[config.mk]
export PLATFORM = sky130hd
export DESIGN_NAME = ssd_display_arbiter
export DESIGN_NICKNAME = d
export VERILOG_FILES = /design/src/rtl/ssd_display_arbiter.sv
export SDC_FILE = /design/constraint.sdc
export NUM_CORES = 1
export LEC_CHECK = 0
export ABC_AREA = 1
export CORE_MARGIN = 2
export CORE_UTILIZATION = 45
export CTS_CLUSTER_SIZE = 28
export DETAILED_ROUTE_END_ITERATION = 16
export GPL_ROUTABILITY_DRIVEN = 0
export PLACE_DENSITY = 0.69
export SLEW_MARGIN = 20
export SYNTH_ARGS = -nofsm -noshare
export SYNTH_HDL_FRONTEND = slang
export SYNTH_SLANG_ARGS = --single-unit
[constraint.sdc]
create_clock -name i_CLK -period 4.2 [get_ports i_CLK]
set_input_delay 0.63 -clock i_CLK [delete_from_list [all_inputs] [get_ports i_CLK]]
set_output_delay 0.63 -clock i_CLK [all_outputs]
set_load 0.05 [all_outputs]
[src/rtl/ssd_display_arbiter.sv]
// Two-requester arbiter for a 4-digit seven-segment display.
// A new owner keeps the display for at least P_DWELL cycles; the owner may refresh its value in place.
module ssd_display_arbiter #(
  parameter int unsigned P_DWELL = 100000000
) (
  input  logic        i_CLK,
  input  logic        i_RST,
  input  logic        i_Req_A,
  input  logic [15:0] i_Data_A,
  output logic        o_Grant_A,
  input  logic        i_Req_B,
  input  logic [15:0] i_Data_B,
  output logic        o_Grant_B,
  output logic [3:0]  o_Digit_1,
  output logic [3:0]  o_Digit_2,
  output logic [3:0]  o_Digit_3,
  output logic [3:0]  o_Digit_4,
  output logic        o_Owner,
  output logic        o_Busy
);

  localparam logic [26:0] C_RELOAD = 27'(P_DWELL - 1);

  typedef enum logic [1:0] {
    IDLE   = 2'd0,
    SHOW_A = 2'd1,
    SHOW_B = 2'd2
  } state_t;

  state_t      state_q, state_d;
  logic [26:0] cnt_q, cnt_d;
  logic [15:0] data_q, data_d;
  logic        owner_q, owner_d;
  logic        busy_q, busy_d;
  logic        grant_a_q, grant_a_d;
  logic        grant_b_q, grant_b_d;
  logic        ptr_b_q, ptr_b_d;

  logic        req_a_s, req_b_s;
  logic        cur_b_s, own_req_s, oth_req_s;
  logic        do_grant_s, grant_to_b_s, reload_s;

  always_ff @(posedge i_CLK or posedge i_RST) begin
    if (i_RST) begin
      state_q   <= IDLE;
      cnt_q     <= 27'd0;
      data_q    <= 16'h0000;
      owner_q   <= 1'b0;
      busy_q    <= 1'b0;
      grant_a_q <= 1'b0;
      grant_b_q <= 1'b0;
      ptr_b_q   <= 1'b0;
    end else begin
      state_q   <= state_d;
      cnt_q     <= cnt_d;
      data_q    <= data_d;
      owner_q   <= owner_d;
      busy_q    <= busy_d;
      grant_a_q <= grant_a_d;
      grant_b_q <= grant_b_d;
      ptr_b_q   <= ptr_b_d;
    end
  end

  always_comb begin
    state_d      = state_q;
    cnt_d        = cnt_q;
    data_d       = data_q;
    owner_d      = owner_q;
    ptr_b_d      = ptr_b_q;
    grant_a_d    = 1'b0;
    grant_b_d    = 1'b0;
    do_grant_s   = 1'b0;
    grant_to_b_s = 1'b0;
    reload_s     = 1'b0;

    // A requester whose grant is currently pulsing is not re-granted back to back.
    req_a_s   = i_Req_A & ~grant_a_q;
    req_b_s   = i_Req_B & ~grant_b_q;
    cur_b_s   = (state_q == SHOW_B);
    own_req_s = cur_b_s ? req_b_s : req_a_s;
    oth_req_s = cur_b_s ? req_a_s : req_b_s;

    case (state_q)
      IDLE: begin
        if (req_a_s && (!req_b_s || !ptr_b_q)) begin
          do_grant_s   = 1'b1;
          grant_to_b_s = 1'b0;
          reload_s     = 1'b1;
        end else if (req_b_s) begin
          do_grant_s   = 1'b1;
          grant_to_b_s = 1'b1;
          reload_s     = 1'b1;
        end else begin
          state_d = IDLE;
        end
      end
      SHOW_A, SHOW_B: begin
        if (cnt_q != 27'd0) begin
          cnt_d = cnt_q - 27'd1;
          if (own_req_s) begin
            do_grant_s   = 1'b1;
            grant_to_b_s = cur_b_s;
          end else begin
            do_grant_s = 1'b0;
          end
        end else if (oth_req_s) begin
          do_grant_s   = 1'b1;
          grant_to_b_s = ~cur_b_s;
          reload_s     = 1'b1;
        end else if (own_req_s) begin
          do_grant_s   = 1'b1;
          grant_to_b_s = cur_b_s;
          reload_s     = 1'b1;
        end else begin
          state_d = IDLE;
        end
      end
      default: begin
        state_d = IDLE;
      end
    endcase

    if (do_grant_s) begin
      data_d    = grant_to_b_s ? i_Data_B : i_Data_A;
      grant_a_d = ~grant_to_b_s;
      grant_b_d = grant_to_b_s;
      owner_d   = grant_to_b_s;
      ptr_b_d   = ~grant_to_b_s;
      state_d   = grant_to_b_s ? SHOW_B : SHOW_A;
      if (reload_s) begin
        cnt_d = C_RELOAD;
      end else begin
        cnt_d = cnt_d;
      end
    end else begin
      data_d = data_q;
    end

    busy_d = (cnt_d != 27'd0);
  end

  assign o_Grant_A = grant_a_q;
  assign o_Grant_B = grant_b_q;
  assign o_Owner   = owner_q;
  assign o_Busy    = busy_q;
  assign o_Digit_1 = data_q[15:12];
  assign o_Digit_2 = data_q[11:8];
  assign o_Digit_3 = data_q[7:4];
  assign o_Digit_4 = data_q[3:0];

endmodule

Yosys cells after proc, flatten, opt, wreduce, memory -nomap -nowiden
Cells that the tools add are included.

Bits of input ports: 36. Output and inout bits: 20. Logic and storage cells: 61. Register bits after elaboration: 50.

Multiplexer cells: 30. Add/subtract/negate cells: 1. Equality and inequality tests: 7. Reduce and logical (&&, ||, !) cells: 9. Bitwise logic cells: 6.

Operators with widths (count): 2-to-1 mux 27 bit (4); nonzero test 27 bit (2); subtractor 27 x 1 -> 27 bit (second input constant) (1); 2-to-1 mux 16 bit (1); inequality test 3 bit (second input constant) (5); 2-to-1 mux 1 bit (14); 2-to-1 mux 2 bit (7); one-hot mux 1 bit (2 select lines) (3); AND reduction 5 bit (1); inverter 1 bit (4); one-hot mux 2 bit (2 select lines) (1); bitwise AND 1 bit (2); equality test 2 x 1 -> 1 bit (second input constant) (1); equality test 2 bit (second input constant) (1); logical NOT 1 bit (2); logical NOT 2 bit (1); OR reduction 2 bit (1); logical AND 1 bit (1); logical OR 1 bit (1).

Longest topological paths before layout
Depth after elaboration: 10. Depth in mapped cells: 17.

Worst setup path before layout
Ideal clock, no wire load.

Path kind: register -> register. From: register cnt_q[0]. To: register data_q[15]. Buffers on the path: 1. Setup slack: 2.266 ns. Arrival: 1.810 ns. Cell stages (with the launch flop): 15. Period minus slack after synthesis: 1.934 ns. Required time: 4.075 ns. Path through: dfrtp_1 > inv_1 > ha_1 > inv_1 > nor2_1 > nand3_1 > nor2_4 > nand4_1 > nand2_1 > nand2_2 > nand2_1 > inv_2 > buf_2 > nand2_1 > nand3_1.

Longest elaborated chain between the ends: 4. Elaborated cells between the ends (all ways): 6.

RTL lines: start, declared (RTL line 31) `logic [26:0] cnt_q, cnt_d;`; start signal, assigned (RTL line 55) `cnt_q <= cnt_d;`; nonzero test 27 bit (*) (RTL line 99) `if (cnt_q != 27'd0) begin`; 2-to-1 mux 1 bit (RTL line 99); one-hot mux 1 bit (2 select lines) (RTL line 84) `case (state_q)`; 2-to-1 mux 16 bit (RTL line 125) `data_d = grant_to_b_s ? i_Data_B : i_Data_A;`; end signal, assigned (RTL line 56) `data_q <= data_d;`; end, declared (RTL line 32) `logic [15:0] data_q, data_d;`.

Mark *: on every way between the ends. The rest lies on a longest branch, timed or not. A chain may end at the register's enable or synchronous reset.

Final worst setup path
From: register state_q[0]. To: register state_q[1].

Longest elaborated chain between the ends: 8. Elaborated cells between the ends (all ways): 24.

RTL lines: start, declared (RTL line 30) `state_t state_q, state_d;`; start signal, assigned (RTL line 54) `state_q <= state_d;`; equality test 2 bit (RTL line 80, 84); 2-to-1 mux 1 bit (RTL line 81) `own_req_s = cur_b_s ? req_b_s : req_a_s;`; 2-to-1 mux 1 bit (RTL line 101, 111); 2-to-1 mux 1 bit (RTL line 107) `end else if (oth_req_s) begin`; 2-to-1 mux 1 bit (RTL line 99); one-hot mux 1 bit (2 select lines) (RTL line 84); inequality test 3 bit (no line) or 2-to-1 mux 2 bit (tied branches); AND reduction 5 bit (no line) or 2-to-1 mux 2 bit (tied branches).

Several ways; a longest one is shown, not always the timed one.

==> results.toml <==
[cts]
insertion_delay_ns = 0.31
clk_pin_slew_worst_paths_ns = 0.10
tritoncts = "done"
clockBufferDepth = 2
clkSinkCount = 50
cts-resized-gates = 0
htree_levels = 2
cts_hold_buf = 0
numCtsBuffers = 5
postCtsSetupRepairBufs = 0
cts-root-buf = "clkbuf_8"

[setup_path]
r2r-end = "state_q[1]$_DFFE_PP0P_"
worstPathArrival_ns = 3.06
crit_fanout = 32
r2r_slack_ns = 1.37
end_kind = "flip-flop"
critPathRequiredTime_ns = 4.43
worst_setup_path_start_kind = "flip-flop"
critical_path.top_delay_family = "simple AND/OR/NAND/NOR gates"
crit_slowest_cell = "nand2_2"
crit_type = "reg2reg"
reg2reg_from = "state_q[0]$_DFFE_PP0P_"
slowest_delay_ns = 0.45
ff2ff_path_depth = 12
crit_buf_inv = 4
path_cells = "inv_1, ha_1, buf_4, inv_1, a21oi_1, nand4_1, nand2_1, nand2_2, nand2_1, inv_2, o221ai_1, o21ai_0"

[global_route]
antenna_found_initial = 0
grt_first_pass_wirelength_mm = 14.4
track_usage_pct = 21.4
grt_max_degree = 51
grt_pass1_vias = 3115
grt-ovfl-total = 0

[timing]
slew_headroom_pct = 43.7
slew_violations = 0
period_minus_slack_ns = 2.83
skew_ns = 0.0102
fin_hold_ws_ns = 0.501
setup_tns_ns = 0
setup_viol = 0
worst_slack_ns = 1.37
finalCritPeriodShare_pct = 67.3
finalHoldViolCount = 0
clock.fmax_ghz = 0.354
rsz0062_at_grt = "false"
tightest_slew_ns = 0.844

[floorplan]
placementRows = 31
dieArea_um2 = 8220
die_h_um = 90.6
die_w_um = 90.6
fp.coreArea_um2 = 7250
pin_count = 56
start_util_pct = 46.6

[placement]
dp.cells = 640
dpl.hpwl_mm = 6.20
dpl-instance-area_um2 = 3970
pre_cts_ws_ns = 1.23
io_buffers = 55

[power]
ir_worst_vdd_v = 0.000387
p_leak_nw = 2.04
cellPowerDensity_nw_per_um2 = 718
p_total_mw = 2.91

[route]
drt-total-wl_mm = 8.26
wl_per_cell_um = 12.7
routed_via_density = 5.03
drt_iter0_drc = 204
antenna_left = 0
drc = 0
dr.pass1.iters = 5
vias = 3258

[final_layout]
final_nets = 589
multi_input_area_um2 = 1780
finalNonFillerCells = 648
seqCellArea_um2 = 1250
fin_util_pct = 55.9
drive_above_1_share_pct = 9.11
num_antenna_cells = 0
final_area_um2 = 4060
area_growth_syn_to_layout_pct = 20.1
n_fill_cell = 735

[synth]
ys_async_sr_fraction_pct = 100
ys_warn_count = 0
synth-edff-count = 0
yosys.cell_types.count = 31
ys_ff_latch = 50
ys.flop_type = "dfrtp_1"
synth_cells = 497
syn-cell-area_um2 = 3380
avgSynthCellArea_um2 = 6.80
synth-seq-area-share_pct = 37.0
synth_nets = 538

[flow_run]
maxCapViolCount = 0

[min_path]
hold_class = "reg2reg"
hold_start = "data_q[14]$_DFFE_PP0P_"
min_to = "data_q[14]$_DFFE_PP0P_"
hold_depth = 2

[outcome]
status = "finished, final reports clean"
## registers in the layout, indices dropped and copies added (netlist names)
name and flops:
o_Grant_A 1, o_Grant_B 1, ptr_b_q 1, o_Busy 1
data_q 16, cnt_q 27, state_q 2, o_Owner 1
## cell type report
type	instances	area share [%]
inverters	63	5.98
clock inverters	3	0.524
clock buffers	5	1.70
multi-input cells	371	44.0
flip-flops and latches	50	30.8
well taps	99	3.05
repair buffers	57	13.9
## cell usage after synthesis (4+ instances only)
master | instances | area [um^2]
nor2_1 | 51 | 191
nand3_1 | 63 | 315
buf_6 | 4 | 45.0
buf_2 | 5 | 25.0
nand3b_1 | 6 | 45.0
o21ai_0 | 8 | 40.0
nor2_2 | 7 | 43.8
xor2_1 | 5 | 43.8
nand2_4 | 4 | 45.0
ha_1 | 5 | 62.6
nand2_2 | 10 | 62.6
nand4_1 | 11 | 68.8
nor2_4 | 7 | 78.8
inv_1 | 55 | 206
nand2_1 | 183 | 687
inv_2 | 5 | 18.8
dfrtp_1 | 50 | 1250
## cells in the final DEF, fill, tap and decap left out, types with 4 or more instances in the layout
master | netlist | final
nor2_2 | 7 | 7
nand2_4 | 4 | 4
inv_2 | 5 | 5
xor2_1 | 5 | 5
ha_1 | 5 | 5
nand3_1 | 63 | 63
nand3b_1 | 6 | 6
inv_1 | 55 | 54
nand4_1 | 11 | 11
clkdlybuf4s50_1 | 0 | 55
nand2_2 | 10 | 10
o21ai_0 | 8 | 8
dfrtp_1 | 50 | 50
nor2_1 | 51 | 51
nand2_1 | 183 | 183
clkbuf_8 | 0 | 5
nor2_4 | 7 | 7
## routing by layer
| layer | part of all wire [%] | track usage [%] | wire [um] | vias to the layer above |
|---|---|---|---|---|
| met1 | 44 | 28.1 | 3610 | 1503 |
| met2 | 49 | 36.4 | 4020 | 105 |
| met5 | 0 | 0 | 0 | - |
| met4 | 1.2 | 4.49 | 97 | 0 |
| li1 | - | - | - | 1641 |
| met3 | 6.4 | 4.34 | 530 | 9 |
## worst reg2reg max path, delay by kind of cell (launching register included)
family / cells / cell delay [ns]
buffers and inverters: 4 / 0.81
adder cells (fa/ha/maj): 1 / 0.24
AND/OR/NAND/NOR: 4 / 0.88
flip-flops: 1 / 0.40
AO/OA/AOI/OAI: 3 / 0.43
## cells by family after synthesis
family                   count (synthesis)  synth area share [%]
flip-flops                              50                  37.0
XOR/XNOR                                 6                  1.56
AO/OA/AOI/OAI                           14                  2.48
buffers and inverters                   76                  10.1
adder cells (fa/ha/maj)                  5                  1.85
AND/OR/NAND/NOR                        346                  46.9
## power by group
| group | switching, mW | internal (mW) | total (mW) |
|---|---|---|---|
| clock network | 0.168 | 0.117 | 0.286 |
| registers | 0.156 | 0.674 | 0.830 |
| logic | 1.23 | 0.573 | 1.80 |
## how the worst max path moves through the flow
stage | start | endpoint | cells past startpoint
after global routing | state_q[0]$_DFFE_PP0P_ | state_q[1]$_DFFE_PP0P_ | 12
after global placement | i_Req_A | state_q[0]$_DFFE_PP0P_ | 10
after floorplan | cnt_q[0]$_DFF_PP0_ | data_q[15]$_DFFE_PP0P_ | 14
final | state_q[0]$_DFFE_PP0P_ | state_q[1]$_DFFE_PP0P_ | 12
after detailed placement | i_Req_B | state_q[1]$_DFFE_PP0P_ | 10
after CTS | state_q[0]$_DFFE_PP0P_ | state_q[1]$_DFFE_PP0P_ | 12
Power figures use the tool's default switching activity.
